--- src/rtl/wb_sequencer_if.sv ---
// rtl/wb_sequencer_if.sv - write-back sequencer request/response bundle
interface wb_sequencer_if;
  logic       alu_req;
  logic [4:0] alu_rd;
  logic [1:0] alu_kind;
  logic       alu_rdy;
  logic       mem_req;
  logic [4:0] mem_rd;
  logic       mem_rdy;
  logic [1:0] wb_sel;
  logic       reg_wr;
  logic [4:0] wr_rd;
  logic       busy;

  modport master (
    output alu_req, alu_rd, alu_kind, mem_req, mem_rd,
    input  alu_rdy, mem_rdy, wb_sel, reg_wr, wr_rd, busy
  );

  modport slave (
    input  alu_req, alu_rd, alu_kind, mem_req, mem_rd,
    output alu_rdy, mem_rdy, wb_sel, reg_wr, wr_rd, busy
  );
endinterface

--- src/rtl/wb_sequencer.sv ---
// rtl/wb_sequencer.sv - arbitrates ALU and load write-backs into one register-file port
module wb_sequencer #(
  parameter int MEM_LAT = 2
) (
  input logic           clk,
  input logic           reset_n,
  wb_sequencer_if.slave bus
);

  typedef enum logic [1:0] {IDLE, LOAD_WAIT, LOAD_WB, ALU_HOLD} state_t;

  localparam bit LAT1 = (MEM_LAT == 1);

  state_t     state, state_nxt;
  logic [3:0] cnt, cnt_nxt;
  logic [4:0] ld_rd, buf_rd, ld_rd_now;
  logic [1:0] buf_sel, alu_sel;
  logic       alu_acc, mem_acc, ld_fire, ld_pend;

  always_comb begin
    ld_pend     = (state != IDLE);
    bus.busy    = ld_pend;
    bus.mem_rdy = (state == IDLE);
    // WAW stall keeps a younger ALU write from landing before the older load
    bus.alu_rdy = (state != ALU_HOLD) &&
                  !(ld_pend && (ld_rd != 5'd0) && (ld_rd == bus.alu_rd));
    mem_acc     = bus.mem_req && bus.mem_rdy;
    alu_acc     = bus.alu_req && bus.alu_rdy;
    alu_sel     = (bus.alu_kind == 2'b01) ? 2'b00 : bus.alu_kind;
    ld_fire     = (state == IDLE && mem_acc && LAT1) ||
                  (state == LOAD_WAIT && cnt == 4'd1);
    ld_rd_now   = (state == IDLE) ? bus.mem_rd : ld_rd;
  end

  always_comb begin
    state_nxt = state;
    cnt_nxt   = cnt;
    case (state)
      IDLE: begin
        if (mem_acc) begin
          if (LAT1) begin
            state_nxt = alu_acc ? ALU_HOLD : LOAD_WB;
          end else begin
            state_nxt = LOAD_WAIT;
            cnt_nxt   = 4'(MEM_LAT - 1);
          end
        end
      end
      LOAD_WAIT: begin
        cnt_nxt = cnt - 4'd1;
        if (cnt == 4'd1) state_nxt = alu_acc ? ALU_HOLD : LOAD_WB;
      end
      LOAD_WB:  state_nxt = IDLE;
      ALU_HOLD: state_nxt = IDLE;
      default:  state_nxt = IDLE;
    endcase
  end

  always_ff @(posedge clk or negedge reset_n) begin
    if (!reset_n) begin
      state      <= IDLE;
      cnt        <= 4'd0;
      ld_rd      <= 5'd0;
      buf_rd     <= 5'd0;
      buf_sel    <= 2'b00;
      bus.reg_wr <= 1'b0;
      bus.wb_sel <= 2'b00;
      bus.wr_rd  <= 5'd0;
    end else begin
      state      <= state_nxt;
      cnt        <= cnt_nxt;
      bus.reg_wr <= 1'b0;
      if (mem_acc) ld_rd <= bus.mem_rd;
      // Captured on every ALU accept; only read back when a load collided
      if (alu_acc) begin
        buf_rd  <= bus.alu_rd;
        buf_sel <= alu_sel;
      end
      if (ld_fire) begin
        bus.wb_sel <= 2'b01;
        bus.wr_rd  <= ld_rd_now;
        bus.reg_wr <= (ld_rd_now != 5'd0);
      end else if (state == ALU_HOLD) begin
        bus.wb_sel <= buf_sel;
        bus.wr_rd  <= buf_rd;
        bus.reg_wr <= (buf_rd != 5'd0);
      end else if (alu_acc) begin
        bus.wb_sel <= alu_sel;
        bus.wr_rd  <= bus.alu_rd;
        bus.reg_wr <= (bus.alu_rd != 5'd0);
      end
    end
  end

endmodule

--- src/flat_wrapper.sv ---
// flat-port wrapper written by rule: the top's interface ports become plain ports
module wb_sequencer_flat 
#(
  parameter int MEM_LAT = 2
)
  (clk, reset_n, bus_alu_req, bus_alu_rd, bus_alu_kind, bus_mem_req, bus_mem_rd, bus_alu_rdy, bus_mem_rdy, bus_wb_sel, bus_reg_wr, bus_wr_rd, bus_busy);
  wb_sequencer_if bus_i ();
  input logic clk;
  input logic reset_n;
  input wire logic [$bits(bus_i.alu_req)-1:0] bus_alu_req;
  input wire logic [$bits(bus_i.alu_rd)-1:0] bus_alu_rd;
  input wire logic [$bits(bus_i.alu_kind)-1:0] bus_alu_kind;
  input wire logic [$bits(bus_i.mem_req)-1:0] bus_mem_req;
  input wire logic [$bits(bus_i.mem_rd)-1:0] bus_mem_rd;
  output wire logic [$bits(bus_i.alu_rdy)-1:0] bus_alu_rdy;
  output wire logic [$bits(bus_i.mem_rdy)-1:0] bus_mem_rdy;
  output wire logic [$bits(bus_i.wb_sel)-1:0] bus_wb_sel;
  output wire logic [$bits(bus_i.reg_wr)-1:0] bus_reg_wr;
  output wire logic [$bits(bus_i.wr_rd)-1:0] bus_wr_rd;
  output wire logic [$bits(bus_i.busy)-1:0] bus_busy;
  assign bus_i.alu_req = bus_alu_req;
  assign bus_i.alu_rd = bus_alu_rd;
  assign bus_i.alu_kind = bus_alu_kind;
  assign bus_i.mem_req = bus_mem_req;
  assign bus_i.mem_rd = bus_mem_rd;
  assign bus_alu_rdy = bus_i.alu_rdy;
  assign bus_mem_rdy = bus_i.mem_rdy;
  assign bus_wb_sel = bus_i.wb_sel;
  assign bus_reg_wr = bus_i.reg_wr;
  assign bus_wr_rd = bus_i.wr_rd;
  assign bus_busy = bus_i.busy;
  wb_sequencer #(.MEM_LAT(MEM_LAT)) u_core (.clk(clk), .reset_n(reset_n), .bus(bus_i));
endmodule
--- config.mk ---
export PLATFORM = sky130hd
export DESIGN_NAME = wb_sequencer_flat
export DESIGN_NICKNAME = d
export VERILOG_FILES = /design/src/rtl/wb_sequencer_if.sv /design/src/rtl/wb_sequencer.sv /design/src/flat_wrapper.sv
export SDC_FILE = /design/constraint.sdc
export NUM_CORES = 1
export LEC_CHECK = 0
export BUFFER_PORTS_ARGS = -buffer_cell sky130_fd_sc_hd__buf_4
export CORE_UTILIZATION = 58
export CTS_CLUSTER_SIZE = 20
export DETAILED_ROUTE_END_ITERATION = 12
export MAX_ROUTING_LAYER = met4
export PLACE_DENSITY = 0.92
export SLEW_MARGIN = 5
export SYNTH_ARGS = -nofsm -noshare
export SYNTH_HDL_FRONTEND = slang
export SYNTH_SLANG_ARGS = --single-unit
--- constraint.sdc ---
create_clock -name clk -period 4.8 [get_ports clk]
set_clock_uncertainty 0.2 [all_clocks]
set_input_delay 0.24 -clock clk [delete_from_list [all_inputs] [get_ports clk]]
set_output_delay 0.24 -clock clk [all_outputs]
set_load 0.1 [all_outputs]
==> impl_results.md, run 1 <==
* Maximum number of pins on one net before global-route repair at 27
* Placed Instances at 185
* CP startpoint kind: input port
* Hold path start: bus_alu_kind[1]
* HP Class: input port to flop
* Status: finished, final reports clean
* Initial core utilization at 62.32%
* Final GP Congestion at 0.8881
* DR pass1 iterations at 4
* FF-to-FF path depth at 5
* Setup crit end kind: output port
* Final wirelength at 3.213 mm
* Gr ovfl total at 0
* Cell count after synthesis at 137
* Final Hold Vio Count at 0
* Cell Count, Final, Fillers Out at 200
* Worst r2r src: u_core.ld_rd[2]$_DFFE_PN0P_
* Share of cells above drive strength 1 at 25.58%
* Dpl cell area at 1605 µm²
* Final Setup Violations at 0
* Full die area at 2623 µm²
* Fin area at 1752 µm²
* Root Buffer: clkbuf_4
* Min-Delay Endpoint: u_core.bus.wb_sel[1]$_DFFE_PN0P_
* Reg2reg setup slack at 2530 ps
* Req. time, crit path at 4360 ps
* Clock Sinks at 26
* Critical Path Fanout Max at 5
* TritonCTS clock tree: yes
* CTS buffer count at 3
* Max Fclk at 0.3702 GHz
* PortBufs at 26
* Worst slew pin tran at 561.1 ps
* Antenna fix cells at 0
* Syn_area_per_cell at 10.26 µm²
* Worst-path cell chain: dlygate4sd3_1, buf_4, xnor2_1, nand4_1, or2_2, a21oi_1, inv_1, buf_4
* Drt drc at 0
* Setup TNS at 0 ps
* Clock-pin slew on the worst setup and hold paths at 130 ps
* RSZ-0062 raised after global routing: no
* Layout Nets at 191
* CP max-delay cell: dlygate4sd3_1
* #FFs+latches synth at 26
* Buf/Inv on CP at 4
* Crit path DAT at 2260 ps
* Initial antenna violation count at 0
* Die X at 51.22 µm
* Gates resized, CTS repair at 0
* Synth warn at 0
* Post-layout min period at 2701 ps
* Max-Cap Viols at 0
* Max transition margin at 62.28%
* Worst hold path depth at 3
* Vias in the first global route at 1142
* H-tree lvl count at 1
* ANT nets after route at 0
* WS Path Type: input port to output port
* I/O pin cnt at 27
* Synth Net Count at 155
* Reg2reg end: u_core.buf_rd[0]$_DFFE_PN0P_
* Seq/Total Area, Yosys at 46.30%
* Period utilization at 56.28%
* Layout area overhead at 24.67%
* Clk Latency, worst-skew pair at 320 ps
* Max incr delay on CP at 540 ps
* Die Y-Extent at 51.22 µm
* DR vias/cell at 6.000
* Drt wl/cell at 16.07 µm
* Via count at 1200
* Initial drt markers at 31
* First-pass GRT wire length at 5.347 mm
* Max Slew Vio Count at 0
* Largest delay share family, worst path: buffers and inverters
* Stages on the worst setup path at 8
* Core region area at 2255 µm²
* Mapped Area at 1405 µm²
* Clk buf depth at 2
* Synth cell types at 39
* Site row count at 17
* Crit-path most repeated cell: buf_4
* Setup bufs post-CTS at 0
* Post-DP HPWL at 2.133 mm
* GR Util All Layers at 29.25%
-- cells by family (layout without fill, tap and decap cells) --
logic type | count (synthesis) | in the layout | synth area share, %
AOI/OAI and AO/OA | 36 | 36 | 18.17
muxes | 12 | 12 | 10.86
adders and majority gates | 2 | 2 | 1.781
xor gates and xnor gates | 4 | 4 | 2.493
and+or+nand+nor | 40 | 40 | 15.32
buffers and inverters | 17 | 52 | 5.076
DFF | 26 | 26 | 46.30
-- cells in the mapped netlist (all sizes together) --
master	count	area, µm²
dfrtp	26	650.6
a21oi	4	31.28
a31oi	1	6.260
or4	3	26.27
o21a	1	7.510
o21bai	1	7.510
a22o	2	17.52
nand4	1	6.260
o31ai	1	7.510
and2	4	25.02
nand2	6	22.52
nor2	12	45.04
a2bb2oi	1	8.760
or2	1	6.260
o22a	2	17.52
mux2i	1	10.01
nand2b	2	12.51
buf	1	11.26
or3	1	6.260
o22ai	3	18.77
nand3	1	5.000
ha	2	25.02
clkbuf	5	18.77
nor2b	2	12.51
nand3b	5	37.54
o21ai	11	55.05
a221oi	5	43.79
a21bo	1	10.01
nor3	2	10.01
a21o	1	7.510
o2bb2ai	1	8.760
inv	11	41.29
a22oi	1	7.510
mux2	11	142.6
xnor2	4	35.03
-- worst max-delay path by stage --
| stage | slack, ps | to | startpoint |
|---|---|---|---|
| final | 2100 | bus_alu_rdy | bus_alu_rd[0] |
| after global routing | 2000 | bus_alu_rdy | bus_alu_rd[0] |
| after global placement | 2620 | u_core.buf_rd[1]$_DFFE_PN0P_ | u_core.ld_rd[2]$_DFFE_PN0P_ |
| after floorplan | 810 | u_core.buf_rd[0]$_DFFE_PN0P_ | u_core.state[1]$_DFFE_PN0P_ |
| after detailed placement | 2570 | u_core.buf_rd[0]$_DFFE_PN0P_ | u_core.ld_rd[2]$_DFFE_PN0P_ |
| after CTS | 2160 | bus_alu_rdy | bus_alu_rd[0] |
-- worst min-delay path, cell delays in order --
cell and delay [ps]:
buf_4 90, mux2i_1 50, o22ai_1 110
-- registers in the layout (all words and copies together), names as in the netlist --
name and count:
u_core.buf_rd 5, u_core.bus.wr_rd 5, u_core.ld_rd 5, u_core.cnt 4
u_core.buf_sel 2, u_core.bus.wb_sel 2, u_core.state 2, u_core.bus.reg_wr 1
-- through the flow --
| step | hold slack, ps | util, % | worst slack [ps] |
|---|---|---|---|
| floorplan | -255.6 | - | 813.0 |
| global placement | -41.15 | 71.20 | 2617 |
| finish | 15.46 | 77.69 | 2099 |
| CTS | 29.72 | 77.69 | 2157 |
| detailed placement | -38.49 | 71.20 | 2567 |
| global route | 32.00 | 77.69 | 1998 |
-- per-layer routing --
metal	wire length, µm	GRT usage, %	vias up	part of all wire (%)
met5	0	-	-	0
met4	87	13.51	0	2.7
met3	194	3.274	11	6.0
met2	1549	45.18	56	48
met1	1380	38.94	571	43
li1	-	-	562	-
-- timing repair --
item                                    4_1_cts  5_1_grt
endpoints found under the setup margin        0        0
hold endpoints to repair                     36        0
hold buffers                                 11        0
-- area by class of cell --
class / instances / area [µm²]
Multi-Input combinational cell: 94 / 683.2
Sequential cell: 26 / 650.6
Fill cell: 149 / 503.0
Timing Repair Buffer: 37 / 305.3
Inverter: 11 / 41.29
Clock buffer: 4 / 36.28
Tap cell: 28 / 35.03
-- layout by cell type, fill, tap and decap left out, types with 2 or more instances in the layout --
cell type and count:
o22a_1 2, and2_1 4, or4_1 2, nor3_1 2, nand3b_1 5, a22o_1 2
a221oi_1 5, o21ai_0 10, ha_1 2, mux2_2 6, clkbuf_4 3, buf_4 26
xnor2_1 4, a21oi_1 3, dfrtp_1 26, dlygate4sd3_1 11, o22ai_1 3, nor2_1 12
nand2_1 6, mux2_4 5, inv_1 11, nand2b_1 2, nor2b_1 2
Power of run 1 is left out: the tool's default activity adds up to more than one toggle a clock period on the data nets, which glitch-free logic cannot reach.
==> run 2: changes to the inputs <==
Settings changed: CORE_UTILIZATION 58 to 54, PLACE_DENSITY 0.92 to 0.87.
Clock period 4.8 ns to 2.7 ns, I/O delays scaled along.
==> run 2 against run 1 <==
  * Cell area rose by 4.2%
  * Register-to-register slack got worse by 2100 ps
  * Die area rose by 7.1%
  * Core utilization fell by 4.0 points
  * Via count fell by 0.67%
  * Sequential share of layout area fell by 1.5 points
  * Global-route usage fell by 2.2 points
  * Critical path type is now flop to output port
  * Largest cell class unchanged
==> impl_results.md, run 2 (synthesis results as in run 1) <==
* RSZ-0062 raised after global routing: no (unchanged)
* Gr ovfl total at 0 (unchanged)
* Buf/Inv on CP at 2 (was 4)
* Max-Cap Viols at 0 (unchanged)
* Final wirelength at 3.225 mm (was 3.213 mm)
* Antenna fix cells at 0 (unchanged)
* PortBufs at 26 (unchanged)
* Critical Path Fanout Max at 5 (unchanged)
* Max Fclk at 0.3990 GHz
* Core region area at 2477 µm² (was 2255 µm²)
* Most frequent cells in the layout: 27 x buf_4, 26 x dfrtp_1, 15 x dlygate4sd3_1 (was 26 x buf_4, 26 x dfrtp_1, 12 x nor2_1)
* Fin worst setup slack at 193.8 ps (was 2099 ps)
* Share of cells above drive strength 1 at 25.99% (was 25.58%)
* Status: finished, final reports clean (unchanged)
* Worst slew pin tran at 472.8 ps (was 561.1 ps)
* Setup bufs post-CTS at 0 (unchanged)
* Root Buffer: clkbuf_4 (unchanged)
* Max Slew Vio Count at 0 (unchanged)
* Final Setup Violations at 0 (unchanged)
* Site row count at 18 (was 17)
* Clk Latency, worst-skew pair at 330 ps (was 320 ps)
* Drt wl/cell at 15.58 µm (was 16.07 µm)
* Commonest non-fill, non-tap cell in the layout: buf_4
* Req. time, crit path at 2370 ps (was 4360 ps)
* Initial antenna violation count at 0 (unchanged)
* Clock Sinks at 26 (unchanged)
* Final Hold Vio Count at 0 (unchanged)
* Power Dens Cells at 1337 nW/µm²
* H-tree lvl count at 1 (unchanged)
* Maximum VDD drop at 1.072 mV
* Die X at 53.01 µm (was 51.22 µm)
* Initial drt markers at 58 (was 31)
* CP startpoint kind: flop (was input port)
* Die Y-Extent at 53.01 µm (was 51.22 µm)
* GR Util All Layers at 27.08% (was 29.25%)
* Drt drc at 0 (unchanged)
* Max incr delay on CP at 580 ps (was 540 ps)
* Maximum number of pins on one net before global-route repair at 27 (unchanged)
* Initial core utilization at 56.72% (was 62.32%)
* ANT nets after route at 0 (unchanged)
* TritonCTS clock tree: yes (unchanged)
* Period utilization at 92.82%
* Final GP Congestion at 0.8573 (was 0.8881)
* Tot Pwr at 0.002440 W
* Worst-path cell chain: or4_4, a21oi_4, or2_2, a21oi_1, inv_1, buf_4 (was dlygate4sd3_1, buf_4, xnor2_1, nand4_1, or2_2, a21oi_1, inv_1, buf_4)
* Lkg Pwr at 0.8378 nW
* Final core utilization at 73.69% (was 77.69%)
* Clock-pin slew on the worst setup and hold paths at 140 ps (was 130 ps)
* HP Class: input port to flop (unchanged)
* I/O pin cnt at 27 (unchanged)
* Top Registers: u_core.buf_rd x5, u_core.bus.wr_rd x5, u_core.ld_rd x5 (unchanged)
* Post-layout min period at 2506 ps
* Layout area overhead at 29.92% (was 24.67%)
* CP max-delay cell: or4_4 (was dlygate4sd3_1)
* Layout Nets at 196 (was 191)
* Crit path DAT at 2170 ps (was 2260 ps)
* Full die area at 2810 µm² (was 2623 µm²)
* Hold WS at 6.508 ps (was 15.46 ps)
* DR pass1 iterations at 4 (unchanged)
* Clk buf depth at 2 (unchanged)
* Setup crit end kind: output port (unchanged)
* Vias in the first global route at 1199 (was 1142)
* DR vias/cell at 5.758 (was 6.000)
* DP Worst Slack at 483.0 ps (was 2567 ps)
* First-pass GRT wire length at 5.216 mm (was 5.347 mm)
* Via count at 1192 (was 1200)
* Max transition margin at 68.21% (was 62.28%)
* Fin area at 1826 µm² (was 1752 µm²)
* Dpl cell area at 1623 µm² (was 1605 µm²)
* Largest delay share family, worst path: simple AND/OR/NAND/NOR gates (was buffers and inverters)
* WS Path Type: flop to output port (was input port to output port)
* Post-DP HPWL at 2.223 mm (was 2.133 mm)
* CTS buffer count at 3 (unchanged)
run 2: changes by cell type in the layout (fill, tap and decap cells not counted), sizes merged:
| cell | delta |
|---|---|
| dlygate4sd3 | +4 |
| buf | +1 |
| bufinv | +1 |
| clkbuf | -1 |
run 2: cell type report:
type / count / area [µm²]
inverter: 11 / 41.29
tap: 30 / 37.54
timing repair buffer: 42 / 352.8
clock buffer: 3 / 22.52
sequential: 26 / 650.6
multi-input combinational: 94 / 690.7
fill: 172 / 651.9
clock inverter: 1 / 30.03
run 2: tightest hold or removal path, delay by kind of cell:
family                 cells  cell delay (ps)
AOI/OAI and AO/OA          2              200
buffers and inverters      1               90
and+or+nand+nor            1               90
run 2: final timing paths:
kind / start / end / slack [ps] / depth (start not counted)
min in group asynchronous: reset_n / u_core.buf_rd[3]$_DFFE_PN0P_ / 20 / 2
max reg2reg: u_core.ld_rd[2]$_DFFE_PN0P_ / u_core.buf_rd[1]$_DFFE_PN0P_ / 440 / 5
max in group asynchronous: reset_n / u_core.bus.wr_rd[4]$_DFFE_PN0P_ / 2050 / 2
min reg2reg: u_core.cnt[1]$_DFFE_PN0P_ / u_core.cnt[1]$_DFFE_PN0P_ / 320 / 2
max: u_core.ld_rd[2]$_DFFE_PN0P_ / bus_alu_rdy / 190 / 6
min: bus_mem_req / u_core.cnt[1]$_DFFE_PN0P_ / 7 / 4
run 2: per-layer routing:
layer / wire length [µm] / global-route usage (%) / share of wire, % / vias to the layer above
li1: - / - / - / 570
met1: 1396 / 32.06 / 43 / 572
met2: 1586 / 43.67 / 49 / 43
met3: 189 / 4.598 / 5.9 / 7
met4: 53 / 14.91 / 1.6 / 0
met5: 0 / - / 0 / -
run 2: per-stage QoR:
step,instances,setup TNS (ps)
global placement,188,0
global route,207,0
floorplan,137,-181.2
finish,207,0
detailed placement,188,0
CTS,207,0
run 2: power breakdown:
group / internal [W] / leakage [nW] / switching (W) / total (W)
clock network: 0.000150 / 0.0279 / 0.000122 / 0.000272
registers: 0.000563 / 0.305 / 0.000173 / 0.000736
logic: 0.000458 / 0.505 / 0.000974 / 0.00143
run 2: timing repair:
| item | 4_1_cts | 5_1_grt |
|---|---|---|
| endpoints found under the hold margin | 40 | 0 |
| setup endpoints to repair | 0 | 0 |
| gates resized for setup | 0 | 0 |
| hold buffers | 15 | 0 |
No activity file was read; power rests on OpenSTA's default activity.
